**config.mk**
```make
export PLATFORM = sky130hd
export DESIGN_NAME = control_unit_fsm
export DESIGN_NICKNAME = d
export VERILOG_FILES = /design/src/rtl/up_ctrl_pkg.sv /design/src/rtl/instr_decoder.sv /design/src/rtl/control_unit_fsm.sv
export SDC_FILE = /design/constraint.sdc
export NUM_CORES = 1
export LEC_CHECK = 0
export CAP_MARGIN = 20
export CORE_MARGIN = 5
export CORE_UTILIZATION = 35
export DETAILED_ROUTE_END_ITERATION = 8
export GPL_TIMING_DRIVEN = 1
export HOLD_SLACK_MARGIN = 0.1
export PLACE_DENSITY = 0.76
export SYNTH_ARGS = -nofsm -noshare
export SYNTH_HDL_FRONTEND = slang
export SYNTH_SLANG_ARGS = --single-unit
```
**constraint.sdc**
```tcl
create_clock -name clk -period 2 [get_ports clk]
set_clock_uncertainty 0.05 [all_clocks]
set_input_delay 0.4 -clock clk [delete_from_list [all_inputs] [get_ports clk]]
set_output_delay 0.4 -clock clk [all_outputs]
set_load 0.05 [all_outputs]
```
**src/rtl/up_ctrl_pkg.sv**
```systemverilog
// Shared types and encodings for the UP multicycle control unit.
// States, ALU opcodes, instruction classes, RV64 opcodes/funct fields and datapath mux selects.
package up_ctrl_pkg;

    typedef enum logic [3:0] {
        RESET  = 4'd0,
        FETCH  = 4'd1,
        DECODE = 4'd2,
        EX_R   = 4'd3,
        EX_I   = 4'd4,
        LUI    = 4'd5,
        ADDR   = 4'd6,
        MEM_LD = 4'd7,
        MEM_SD = 4'd8,
        WB_ALU = 4'd9,
        WB_LD  = 4'd10,
        BRANCH = 4'd11,
        PC_INC = 4'd12,
        HALT   = 4'd13
    } state_t;

    typedef enum logic [2:0] {
        ALU_PASSA = 3'b000,
        ALU_ADD   = 3'b001,
        ALU_SUB   = 3'b010,
        ALU_AND   = 3'b011,
        ALU_OR    = 3'b100,
        ALU_XOR   = 3'b101,
        ALU_PASSB = 3'b110,
        ALU_RSVD  = 3'b111
    } alu_op_t;

    typedef enum logic [2:0] {
        CLS_R    = 3'd0,
        CLS_I    = 3'd1,
        CLS_LD   = 3'd2,
        CLS_SD   = 3'd3,
        CLS_BR   = 3'd4,
        CLS_LUI  = 3'd5,
        CLS_HALT = 3'd6
    } instr_class_t;

    localparam logic [6:0] OPC_R   = 7'b0110011;
    localparam logic [6:0] OPC_I   = 7'b0010011;
    localparam logic [6:0] OPC_LD  = 7'b0000011;
    localparam logic [6:0] OPC_SD  = 7'b0100011;
    localparam logic [6:0] OPC_BR  = 7'b1100011;
    localparam logic [6:0] OPC_LUI = 7'b0110111;
    localparam logic [6:0] OPC_SYS = 7'b1110011;

    localparam logic [2:0] F3_ADD  = 3'b000;
    localparam logic [2:0] F3_XOR  = 3'b100;
    localparam logic [2:0] F3_OR   = 3'b110;
    localparam logic [2:0] F3_AND  = 3'b111;
    localparam logic [2:0] F3_DW   = 3'b011;
    localparam logic [2:0] F3_BEQ  = 3'b000;
    localparam logic [2:0] F3_BNE  = 3'b001;

    localparam logic [6:0] F7_BASE = 7'b0000000;
    localparam logic [6:0] F7_ALT  = 7'b0100000;

    // ebreak is imm=1 with rs1/funct3/rd all zero, i.e. bits [31:7] fixed.
    localparam logic [24:0] EBREAK_HI = 25'h0002000;

    localparam logic       MUX2_PC      = 1'b0;
    localparam logic       MUX2_REGA    = 1'b1;
    localparam logic [1:0] MUX4_REGB    = 2'd0;
    localparam logic [1:0] MUX4_FOUR    = 2'd1;
    localparam logic [1:0] MUX4_SIGN    = 2'd2;
    localparam logic [1:0] MUX4_SHIFT   = 2'd3;
    localparam logic       MUXMEM_ALU   = 1'b0;
    localparam logic       MUXMEM_MEM   = 1'b1;
    localparam logic       MUXPC_ALU    = 1'b0;
    localparam logic       MUXPC_ALUOUT = 1'b1;

endpackage

```
**src/rtl/instr_decoder.sv**
```systemverilog
// Combinational instruction classifier: IR contents -> class, ALU opcode, beq/bne, illegal flag.
module instr_decoder
    import up_ctrl_pkg::*;
(
    input  logic [31:0]   instr_i,
    output instr_class_t  cls_o,
    output alu_op_t       alu_op_o,
    output logic          is_bne_o,
    output logic          illegal_o
);

    logic [6:0] opcode;
    logic [2:0] f3;
    logic [6:0] f7;
    logic       legal;
    instr_class_t cls_raw;

    assign opcode = instr_i[6:0];
    assign f3     = instr_i[14:12];
    assign f7     = instr_i[31:25];

    always_comb begin
        legal    = 1'b0;
        cls_raw  = CLS_HALT;
        alu_op_o = ALU_PASSA;
        is_bne_o = 1'b0;
        case (opcode)
            OPC_R: begin
                cls_raw = CLS_R;
                case (f3)
                    F3_ADD: begin
                        if (f7 == F7_BASE) begin
                            legal = 1'b1; alu_op_o = ALU_ADD;
                        end else if (f7 == F7_ALT) begin
                            legal = 1'b1; alu_op_o = ALU_SUB;
                        end
                    end
                    F3_AND: begin legal = (f7 == F7_BASE); alu_op_o = ALU_AND; end
                    F3_OR:  begin legal = (f7 == F7_BASE); alu_op_o = ALU_OR;  end
                    F3_XOR: begin legal = (f7 == F7_BASE); alu_op_o = ALU_XOR; end
                    default: legal = 1'b0;
                endcase
            end
            OPC_I: begin
                cls_raw = CLS_I;
                case (f3)
                    F3_ADD: begin legal = 1'b1; alu_op_o = ALU_ADD; end
                    F3_AND: begin legal = 1'b1; alu_op_o = ALU_AND; end
                    F3_OR:  begin legal = 1'b1; alu_op_o = ALU_OR;  end
                    F3_XOR: begin legal = 1'b1; alu_op_o = ALU_XOR; end
                    default: legal = 1'b0;
                endcase
            end
            OPC_LD: begin
                cls_raw = CLS_LD;
                legal   = (f3 == F3_DW);
            end
            OPC_SD: begin
                cls_raw = CLS_SD;
                legal   = (f3 == F3_DW);
            end
            OPC_BR: begin
                cls_raw  = CLS_BR;
                legal    = (f3 == F3_BEQ) || (f3 == F3_BNE);
                is_bne_o = (f3 == F3_BNE);
            end
            OPC_LUI: begin
                cls_raw  = CLS_LUI;
                legal    = 1'b1;
                alu_op_o = ALU_PASSB;
            end
            OPC_SYS: begin
                cls_raw = CLS_HALT;
                legal   = (instr_i[31:7] == EBREAK_HI);
            end
            default: legal = 1'b0;
        endcase
        cls_o     = legal ? cls_raw : CLS_HALT;
        illegal_o = ~legal;
    end

endmodule

```
**src/rtl/control_unit_fsm.sv**
```systemverilog
// Multicycle control FSM for the UP RISC-V datapath: fetch/decode/execute/memory/writeback sequencing.
// A shared wait counter stretches FETCH and MEM_LD to MEM_LAT cycles.
module control_unit_fsm
    import up_ctrl_pkg::*;
#(
    parameter int MEM_LAT = 2
) (
    input  logic        clk,
    input  logic        rst,
    input  logic [31:0] i31_0,
    input  logic        AluZero,
    output logic        PCwrite,
    output logic        IRwrite,
    output logic        MemRead,
    output logic        MemData_Read,
    output logic        DMemWr,
    output logic        RegWrite,
    output logic        loadRegA,
    output logic        loadRegB,
    output logic        loadRegMemData,
    output logic        loadRegAluOut,
    output logic        SelMux2,
    output logic [1:0]  SelMux4,
    output logic        SelMuxMem,
    output logic        SelMuxPC,
    output logic [2:0]  AluOperation,
    output logic        exitState,
    output logic [3:0]  state_o
);

    localparam int CNT_W = (MEM_LAT > 1) ? $clog2(MEM_LAT) : 1;
    localparam logic [CNT_W-1:0] CNT_LAST = CNT_W'(MEM_LAT - 1);

    state_t           state_q, state_d;
    logic [CNT_W-1:0] cnt_q, cnt_d;
    logic             wait_last;
    alu_op_t          alu_op;

    instr_class_t dec_cls;
    alu_op_t      dec_op;
    logic         dec_bne;
    logic         dec_illegal;

    instr_decoder u_dec (
        .instr_i   (i31_0),
        .cls_o     (dec_cls),
        .alu_op_o  (dec_op),
        .is_bne_o  (dec_bne),
        .illegal_o (dec_illegal)
    );

    always_ff @(posedge clk) begin
        if (!rst) begin
            state_q <= RESET;
            cnt_q   <= '0;
        end else begin
            state_q <= state_d;
            cnt_q   <= cnt_d;
        end
    end

    assign wait_last = (cnt_q == CNT_LAST);

    always_comb begin
        state_d        = state_q;
        cnt_d          = '0;
        PCwrite        = 1'b0;
        IRwrite        = 1'b0;
        MemRead        = 1'b0;
        MemData_Read   = 1'b0;
        DMemWr         = 1'b0;
        RegWrite       = 1'b0;
        loadRegA       = 1'b0;
        loadRegB       = 1'b0;
        loadRegMemData = 1'b0;
        loadRegAluOut  = 1'b0;
        SelMux2        = MUX2_PC;
        SelMux4        = MUX4_REGB;
        SelMuxMem      = MUXMEM_ALU;
        SelMuxPC       = MUXPC_ALU;
        alu_op         = ALU_PASSA;
        exitState      = 1'b0;

        case (state_q)
            RESET: state_d = FETCH;
            FETCH: begin
                MemRead = 1'b1;
                if (wait_last) begin
                    IRwrite = 1'b1;
                    state_d = DECODE;
                end else begin
                    cnt_d = cnt_q + CNT_W'(1);
                end
            end
            DECODE: begin
                // Speculatively compute the branch target while the register file is read.
                loadRegA      = 1'b1;
                loadRegB      = 1'b1;
                SelMux4       = MUX4_SHIFT;
                alu_op        = ALU_ADD;
                loadRegAluOut = 1'b1;
                if (dec_illegal) begin
                    state_d = HALT;
                end else begin
                    case (dec_cls)
                        CLS_R:   state_d = EX_R;
                        CLS_I:   state_d = EX_I;
                        CLS_LD:  state_d = ADDR;
                        CLS_SD:  state_d = ADDR;
                        CLS_BR:  state_d = BRANCH;
                        CLS_LUI: state_d = LUI;
                        default: state_d = HALT;
                    endcase
                end
            end
            EX_R, EX_I: begin
                SelMux2       = MUX2_REGA;
                SelMux4       = (state_q == EX_I) ? MUX4_SIGN : MUX4_REGB;
                alu_op        = dec_op;
                loadRegAluOut = 1'b1;
                state_d       = WB_ALU;
            end
            LUI: begin
                SelMux4       = MUX4_SIGN;
                alu_op        = ALU_PASSB;
                loadRegAluOut = 1'b1;
                state_d       = WB_ALU;
            end
            ADDR: begin
                SelMux2       = MUX2_REGA;
                SelMux4       = MUX4_SIGN;
                alu_op        = ALU_ADD;
                loadRegAluOut = 1'b1;
                state_d       = (dec_cls == CLS_SD) ? MEM_SD : MEM_LD;
            end
            MEM_LD: begin
                MemData_Read = 1'b1;
                if (wait_last) begin
                    loadRegMemData = 1'b1;
                    state_d        = WB_LD;
                end else begin
                    cnt_d = cnt_q + CNT_W'(1);
                end
            end
            MEM_SD, WB_ALU, WB_LD, PC_INC: begin
                DMemWr    = (state_q == MEM_SD);
                RegWrite  = (state_q == WB_ALU) || (state_q == WB_LD);
                SelMuxMem = (state_q == WB_LD) ? MUXMEM_MEM : MUXMEM_ALU;
                SelMux4   = MUX4_FOUR;
                alu_op    = ALU_ADD;
                SelMuxPC  = MUXPC_ALU;
                PCwrite   = 1'b1;
                state_d   = FETCH;
            end
            BRANCH: begin
                SelMux2 = MUX2_REGA;
                SelMux4 = MUX4_REGB;
                alu_op  = ALU_SUB;
                if (dec_bne ? ~AluZero : AluZero) begin
                    PCwrite  = 1'b1;
                    SelMuxPC = MUXPC_ALUOUT;
                    state_d  = FETCH;
                end else begin
                    state_d = PC_INC;
                end
            end
            HALT: exitState = 1'b1;
            default: state_d = HALT;
        endcase
    end

    assign AluOperation = alu_op;
    assign state_o      = state_q;

endmodule

```
==> key figures, run 1 <==
Run status
  • Status: finished, violations left
  • Failing checks: negative setup slack

GRT
  • Met3 global-route usage: 0.03293
  • Initial antenna violation count: 0
  • Largest net degree at the start of global routing: 18
  • Grt met1 use: 0.2356
  • Gr usage total: 0.2124
  • Vias in the first global route: 1651
  • First-pass GRT wire length: 7.231 mm
  • Most Crowded Layer GR: met2
  • GRT overflow: 0
  • Met2 GRT Util: 0.3908

Yosys
  • Ranking of synthesized cells by area: dfxtp_1 9.4%, nand2_1 4.2%, nor3_1 3.8%
  • Dominant cell type by area after synthesis: dfxtp_1
  • Post-synthesis cell area: 1061 µm²
  • Sequential area share after synthesis: 0.09434
  • Primary FF master, synth: dfxtp_1
  • Post-synth ARST share: 0
  • Most frequent cells after synthesis: 12 x nand2_1, 8 x nor3_1, 7 x o21ai_0
  • Post-Syn Nets: 176
  • Number of enable flip-flop cells after synthesis: 0
  • Synth Warn #: 0
  • Synth top area share: 0.09434
  • Syn Inst Count: 141
  • Most frequent cell after synthesis: nand2_1
  • Synth cell types: 60
  • Syn_area_per_cell: 7.525 µm²
  • Synthesized flop and latch total: 5

Route
  • Final WL: 4.669 mm
  • Drt pass-1 iters: 4
  • DR vias/cell: 5.704
  • Vias post-DR: 1563
  • Drt drc: 0
  • Initial drt markers: 94
  • DR WL/cell: 17.04 µm
  • Routed Antenna Nets: 0

Cells and area
  • Fillers: 159
  • Synth-to-Final Area Change: 133.8%
  • Share of cells above drive strength 1: 0.6100
  • Nets: 277
  • Fin util: 0.8332
  • N_diodes: 0

Clock tree
  • Htree depth: 1
  • Hold buffers post-CTS: 0
  • Clk root buf: clkbuf_4
  • Clock tree buffer depth: 2
  • Number of clock sinks: 5
  • TritonCTS clock tree: done
  • Clock Latency Late Sink: 0.24 ns
  • Clock transition at the registers of the reported paths: 0.05 ns
  • CTS Buf Count: 3

Floorplan
  • DIE WIDTH: 65.06 µm
  • Placeable Area: 2978 µm²
  • Die area: 4233 µm²
  • Die H: 65.06 µm
  • I/O pin total: 58
  • Core Rows: 20
  • Initial core utilization: 0.3563

STA
  • Ratio of final minimum period to clock period: 1.202
  • Final Setup Violations: 4
  • Minimum clock period: 2.404 ns
  • Slew HR: 0.6582
  • Tightest Pin Transition: 0.5108 ns
  • Top achievable clock speed: 0.4160 GHz
  • Final Max Slew Viols: 0
  • Unrepaired setup endpoints after global routing: yes
  • PnR worst setup slack: -0.4038 ns
  • Hold_ws: 0.4855 ns
  • Endpoints failing hold: 0

Min path
  • Hold WC Path Type: input port to flip-flop
  • Worst hold stages: 5

Power and ir drop
  • Seq pwr share: 0.171
  • Power Density: 287.8 nW/µm²
  • Overall Power: 714.0 µW
  • Maximum VDD drop: 156.9 µV
  • Sw Pwr: 297.9 µW
  • Comb pwr share: 0.665
  • Clock share of power: 0.165
  • Sw Share: 0.4173
  • Leak pwr: 0.0009974 µW
  • Int Power: 416.1 µW

Setup path
  • Crit-path leading delay family: compound AO/OA/AOI/OAI gates
  • Critical path depth in cells: 8
  • Buffers plus inverters on the worst setup path: 3
  • Worst path required time: 1.55 ns
  • Worst Reg-to-Reg Cells: 6
  • CP max stage delay: 0.33 ns
  • CP Capture Type: output pin
  • CP cell instances: buf_6, nor4_4, a311oi_2, o31ai_2, nand4b_1, a222oi_1, buf_4, buf_12
  • Slowest cell on crit path: a222oi_1
  • Critical Path Source Type: input port
  • Arr. time, crit path: 1.95 ns
  • Crit path max fanout: 2
  • Kind of critical path: input port to output pin

Placed design
  • Hpwl dp: 3.315 mm
  • Routability cong.: 0.8731
  • DP Worst Slack: -0.8182 ns
  • Port buffer count: 57

Run
  • Max-cap viol count: 0
[registers in the layout, indices dropped and copies added, names as in the netlist]
signal,flops
state_o,4
cnt_q,1
[path summary, 6_finish.rpt]
check / startpoint / endpoint / slack (ns)
worst max-delay path: i31_0[25] / AluOperation[0] / -0.40
worst min-delay path: i31_0[1] / state_o[1] / 0.49
worst max register to register: state_o[1] / state_o[3] / 0.36
worst min register to register: cnt_q / cnt_q / 0.55
[cell families (layout without fill, tap and decap cells)]
logic type / count (synthesis) / in the layout / share of synthesized area
XOR/XNOR: 3 / 3 / 0.02477
adder cells (fa/ha/maj): 1 / 1 / 0.009434
AND/OR/NAND/NOR: 78 / 78 / 0.5283
AO/OA/AOI/OAI: 36 / 36 / 0.2547
flip-flops: 5 / 5 / 0.09434
multiplexers: 1 / 1 / 0.009434
buffers and inverters: 17 / 117 / 0.07900
[area by class of cell]
class | instances | area, µm² | area share
multi-input cells | 119 | 1169 | 0.4710
repair buffers | 107 | 1107 | 0.4463
flip-flops and latches | 5 | 115.1 | 0.04639
well taps | 33 | 41.29 | 0.01664
clock buffers | 4 | 26.28 | 0.01059
inverters | 6 | 22.52 | 0.009077
[what timing repair did]
action                                  CTS  global route
setup buffers                            13             8
pin swaps                                25            13
endpoints found under the hold margin     0             0
resized for setup                        90             8
endpoints found under the setup margin    9            13
[per-layer routing]
metal  wire (µm)  vias up
li1            -      742
met1        1759      741
met2        2541       68
met3         258       12
met4         110        0
met5           0        -
[layout by cell type (no fill, tap or decap), types with 4 or more instances in the layout]
cell type        instances
buf_4                   51
buf_12                  19
clkdlybuf4s50_1         17
nand2_1                 10
buf_2                    8
buf_6                    7
nand2b_1                 6
nor3_4                   6
o21ai_0                  5
inv_1                    5
nor2_1                   5
nor2b_1                  4
dfxtp_4                  4
[power groups by stage]
stage / Clock (µW) / Sequential [µW] / Combinational (µW)
4_1_cts: 115 / 128 / 448
5_1_grt: 131 / 123 / 498
3_3_place_gp: 0 / 129 / 415
6_report: 118 / 122 / 475
3_5_place_dp: 0 / 130 / 424
2_1_floorplan: 0 / 129 / 206
[worst reg2reg max path, cell delays in order, from the launching register on]
cell	delay [ns]
dfxtp_4	0.41
and2b_2	0.20
nor3b_4	0.19
nor3b_2	0.23
buf_4	0.16
a211oi_2	0.05
a2111oi_2	0.23
[through the flow]
step / instance area (µm²) / cells / TNS, ns
detailed placement: 2187 / 251 / -4.962
floorplan: 1235 / 141 / -1.086
finish: 2481 / 274 / -0.6826
CTS: 2422 / 267 / -0.6708
global route: 2481 / 274 / -1.076
global placement: 2187 / 251 / -4.409
Note: power is estimated with default switching activity, not from simulation.
==> inputs of run 2 (changes only) <==
--- a/config.mk
+++ b/config.mk
@@ -7,11 +7,13 @@
 export LEC_CHECK = 0
 export CAP_MARGIN = 20
 export CORE_MARGIN = 5
-export CORE_UTILIZATION = 35
+export CORE_UTILIZATION = 34
 export DETAILED_ROUTE_END_ITERATION = 8
+export GPL_ROUTABILITY_DRIVEN = 0
 export GPL_TIMING_DRIVEN = 1
 export HOLD_SLACK_MARGIN = 0.1
-export PLACE_DENSITY = 0.76
+export PLACE_DENSITY = 0.77
 export SYNTH_ARGS = -nofsm -noshare
 export SYNTH_HDL_FRONTEND = slang
+export SYNTH_HIERARCHICAL = 1
 export SYNTH_SLANG_ARGS = --single-unit
==> run 2 against run 1 <==
The run still ends with negative setup slack left. Core utilization shrank 0.62 points. Critical path depth unchanged. Largest power group unchanged. Combinational power up 12%. Largest cell class unchanged.
==> key figures, run 2 <==
Run status
  • Status: finished, violations left (unchanged)
  • Failing checks: negative setup slack (unchanged)

Cells and area
  • Max FFs per register: 4 (unchanged)
  • Non-Filler Instances: 261 (was 274)
  • Synth-to-Final Area Change: 135.9% (was 133.8%)
  • Share of cells above drive strength 1: 0.5826 (was 0.6100)
  • Commonest non-fill, non-tap cells in the layout: 41 x buf_4, 20 x clkdlybuf4s50_1, 15 x buf_12 (was 51 x buf_4, 19 x buf_12, 17 x clkdlybuf4s50_1)
  • Commonest non-fill, non-tap cell in the layout: buf_4 (unchanged)
  • Nets: 266 (was 277)
  • N_diodes: 0 (unchanged)
  • Fin util: 0.8270 (was 0.8332)

STA
  • Slew HR: 0.6180 (was 0.6582)
  • Hold_ws: 0.5451 ns (was 0.4855 ns)
  • Ratio of final minimum period to clock period: 1.355 (was 1.202)
  • Endpoints failing hold: 0 (unchanged)
  • Top achievable clock speed: 0.3690 GHz (was 0.4160 GHz)
  • Tightest Pin Transition: 0.5696 ns (was 0.5108 ns)
  • Minimum clock period: 2.710 ns (was 2.404 ns)
  • Final Setup Violations: 9 (was 4)
  • Unrepaired setup endpoints after global routing: yes (unchanged)
  • Final Max Slew Viols: 0 (unchanged)
  • PnR worst setup slack: -0.7100 ns (was -0.4038 ns)

Yosys
  • Primary FF master, synth: dfxtp_1 (unchanged)
  • Sequential area share after synthesis: 0.1044 (was 0.09434)
  • Post-synth ARST share: 0 (unchanged)
  • Syn_area_per_cell: 7.047 µm² (was 7.525 µm²)
  • Ranking of synthesized cells by area: dfxtp_1 10%, nand2b_1 5.2%, o21ai_0 5.2% (was dfxtp_1 9.4%, nand2_1 4.2%, nor3_1 3.8%)
  • Synth top area share: 0.1044 (was 0.09434)
  • Dominant cell type by area after synthesis: dfxtp_1 (unchanged)
  • Number of enable flip-flop cells after synthesis: 0 (unchanged)
  • Synthesized flop and latch total: 5 (unchanged)
  • Post-Syn Nets: 171 (was 176)
  • Synth cell types: 50 (was 60)
  • Post-synthesis cell area: 958.4 µm² (was 1061 µm²)
  • Syn Inst Count: 136 (was 141)
  • Synth Warn #: 6 (was 0)
  • Most frequent cells after synthesis: 10 x nor2_1, 10 x o21ai_0, 9 x a21oi_1, 9 x nor3_1 (was 12 x nand2_1, 8 x nor3_1, 7 x o21ai_0)

GRT
  • First-pass GRT wire length: 7.024 mm (was 7.231 mm)
  • Initial antenna violation count: 0 (unchanged)
  • Gr usage total: 0.2133 (was 0.2124)
  • GRT overflow: 0 (unchanged)
  • Vias in the first global route: 1621 (was 1651)
  • Largest net degree at the start of global routing: 12 (was 18)

Power and ir drop
  • Leak pwr: 0.0008950 µW (was 0.0009974 µW)
  • Comb pwr share: 0.680 (was 0.665)
  • Overall Power: 782.8 µW (was 714.0 µW)
  • Sw Share: 0.4418 (was 0.4173)
  • Clock share of power: 0.157 (was 0.165)
  • Seq pwr share: 0.163 (was 0.171)
  • Sw Pwr: 345.8 µW (was 297.9 µW)
  • Int Power: 437.0 µW (was 416.1 µW)
  • Maximum VDD drop: 414.0 µV (was 156.9 µV)
  • Power Density: 346.2 nW/µm² (was 287.8 nW/µm²)

Floorplan
  • Die area: 3981 µm² (was 4233 µm²)
  • Die H: 63.10 µm (was 65.06 µm)
  • Core Rows: 19 (was 20)
  • I/O pin total: 58 (unchanged)
  • Initial core utilization: 0.3506 (was 0.3563)
  • DIE WIDTH: 63.10 µm (was 65.06 µm)
  • Placeable Area: 2734 µm² (was 2978 µm²)

Setup path
  • Worst path required time: 1.55 ns (about the same)
  • CP max stage delay: 0.53 ns (was 0.33 ns)
  • Crit-path leading delay family: simple AND/OR/NAND/NOR gates (was compound AO/OA/AOI/OAI gates)
  • Slowest cell on crit path: or4_4 (was a222oi_1)
  • Buffers plus inverters on the worst setup path: 2 (was 3)
  • Arr. time, crit path: 2.26 ns (was 1.95 ns)
  • Critical Path Source Type: input port (unchanged)
  • CP Capture Type: output pin (unchanged)
  • Most common cell on crit path: or4_4
  • CP cell instances: buf_6, or4_4, or4_4, o21a_1, o21ai_2, o2111ai_2, o21ai_4, buf_12 (was buf_6, nor4_4, a311oi_2, o31ai_2, nand4b_1, a222oi_1, buf_4, buf_12)
  • Crit path max fanout: 2 (unchanged)
  • Flop-to-flop setup slack: 0.32 ns (was 0.36 ns)
  • Kind of critical path: input port to output pin (unchanged)

Clock tree
  • Clk root buf: clkbuf_4 (unchanged)
  • Htree depth: 1 (unchanged)
  • Clock tree buffer depth: 2 (unchanged)
  • Hold buffers post-CTS: 0 (unchanged)
  • Clock Latency Late Sink: 0.25 ns (was 0.24 ns)
  • Number of clock sinks: 5 (unchanged)
  • TritonCTS clock tree: done (unchanged)
  • Clock transition at the registers of the reported paths: 0.05 ns (about the same)
  • CTS Buf Count: 3 (unchanged)

Route
  • Drt pass-1 iters: 4 (unchanged)
  • Initial drt markers: 34 (was 94)
  • DR WL/cell: 17.02 µm (was 17.04 µm)
  • Vias post-DR: 1568 (was 1563)
  • Final WL: 4.441 mm (was 4.669 mm)
  • Drt drc: 0 (unchanged)
  • DR vias/cell: 6.008 (was 5.704)
  • Routed Antenna Nets: 0 (unchanged)

Placed design
  • Placed insts: 249 (was 251)
  • DP Worst Slack: -1.172 ns (was -0.8182 ns)
  • Hpwl dp: 3.248 mm (was 3.315 mm)
  • Port buffer count: 57 (unchanged)

Run
  • Max-cap viol count: 0 (unchanged)

Min path
  • Hold WC Path Type: flip-flop to flip-flop (was input port to flip-flop)
==> run 2: cell types whose count changed in the layout (fill, tap and decap cells not counted), sizes merged, moves of 3 or more <==
cell           before  now
a211oi              2    5
a21oi               6    9
o21ai               8   13
buf                86   73
clkdlybuf4s50      17   20
nand2              12    7
nor3b               3    0
o31ai               3    0
a21boi              3    0
==> run 2: path summary, 6_finish.rpt <==
check,start,end,depth (start not counted)
hold / removal,state_o[1],state_o[3],2
hold reg to reg,state_o[1],state_o[3],2
setup / recovery,i31_0[27],AluOperation[1],8
setup reg to reg,state_o[2],state_o[3],5
==> run 2: repair_timing <==
item | in CTS | in global routing
pin swaps | 33 | 12
cloned | 0 | 0
buffers inserted | 8 | 1
resized for setup | 74 | 14
endpoints found under the setup margin | 11 | 13
==> run 2: metrics by stage <==
stage                     cell area (µm²)  setup TNS, ns
after floorplan                      1089         -6.297
after global routing                 2261         -4.937
after global placement               2022         -8.026
after detailed placement             2022         -8.446
final                                2261         -4.336
after CTS                            2225         -4.326
==> run 2: worst reg2reg max path, stage by stage, from the launching register on <==
cell	delay, ns
dfxtp_2	0.49
buf_4	0.22
and2b_1	0.21
or4_4	0.42
o21ai_1	0.13
a31oi_1	0.05
==> run 2: final cells by class <==
type / count / area (µm²)
timing repair buffer: 98 / 1011
tap: 31 / 38.79
multi-input combinational: 115 / 1051
sequential: 5 / 103.9
fill: 149 / 473.0
inverter: 8 / 30.03
clock buffer: 4 / 26.28
==> run 2: routing by layer <==
layer	track usage	up-vias	wire (µm)
met3	0.01954	28	333
met1	0.2125	715	1535
li1	-	715	-
met4	0.1432	0	260
met5	0	-	0
met2	0.4077	110	2312
==> run 2: kinds of logic after synthesis <==
group,count (synthesis),share of synthesized area
compound gates,46,0.3486
buf+inv,16,0.08747
xor+xnor,1,0.009140
simple gates,68,0.4504
flops,5,0.1044
==> run 2: power by group through the flow <==
stage	sequential, µW	combinational, µW	clock (µW)
detailed placement	127	509	0
finish	128	532	123
floorplan	139	245	0
global route	129	558	133
CTS	126	524	124
global placement	126	500	0
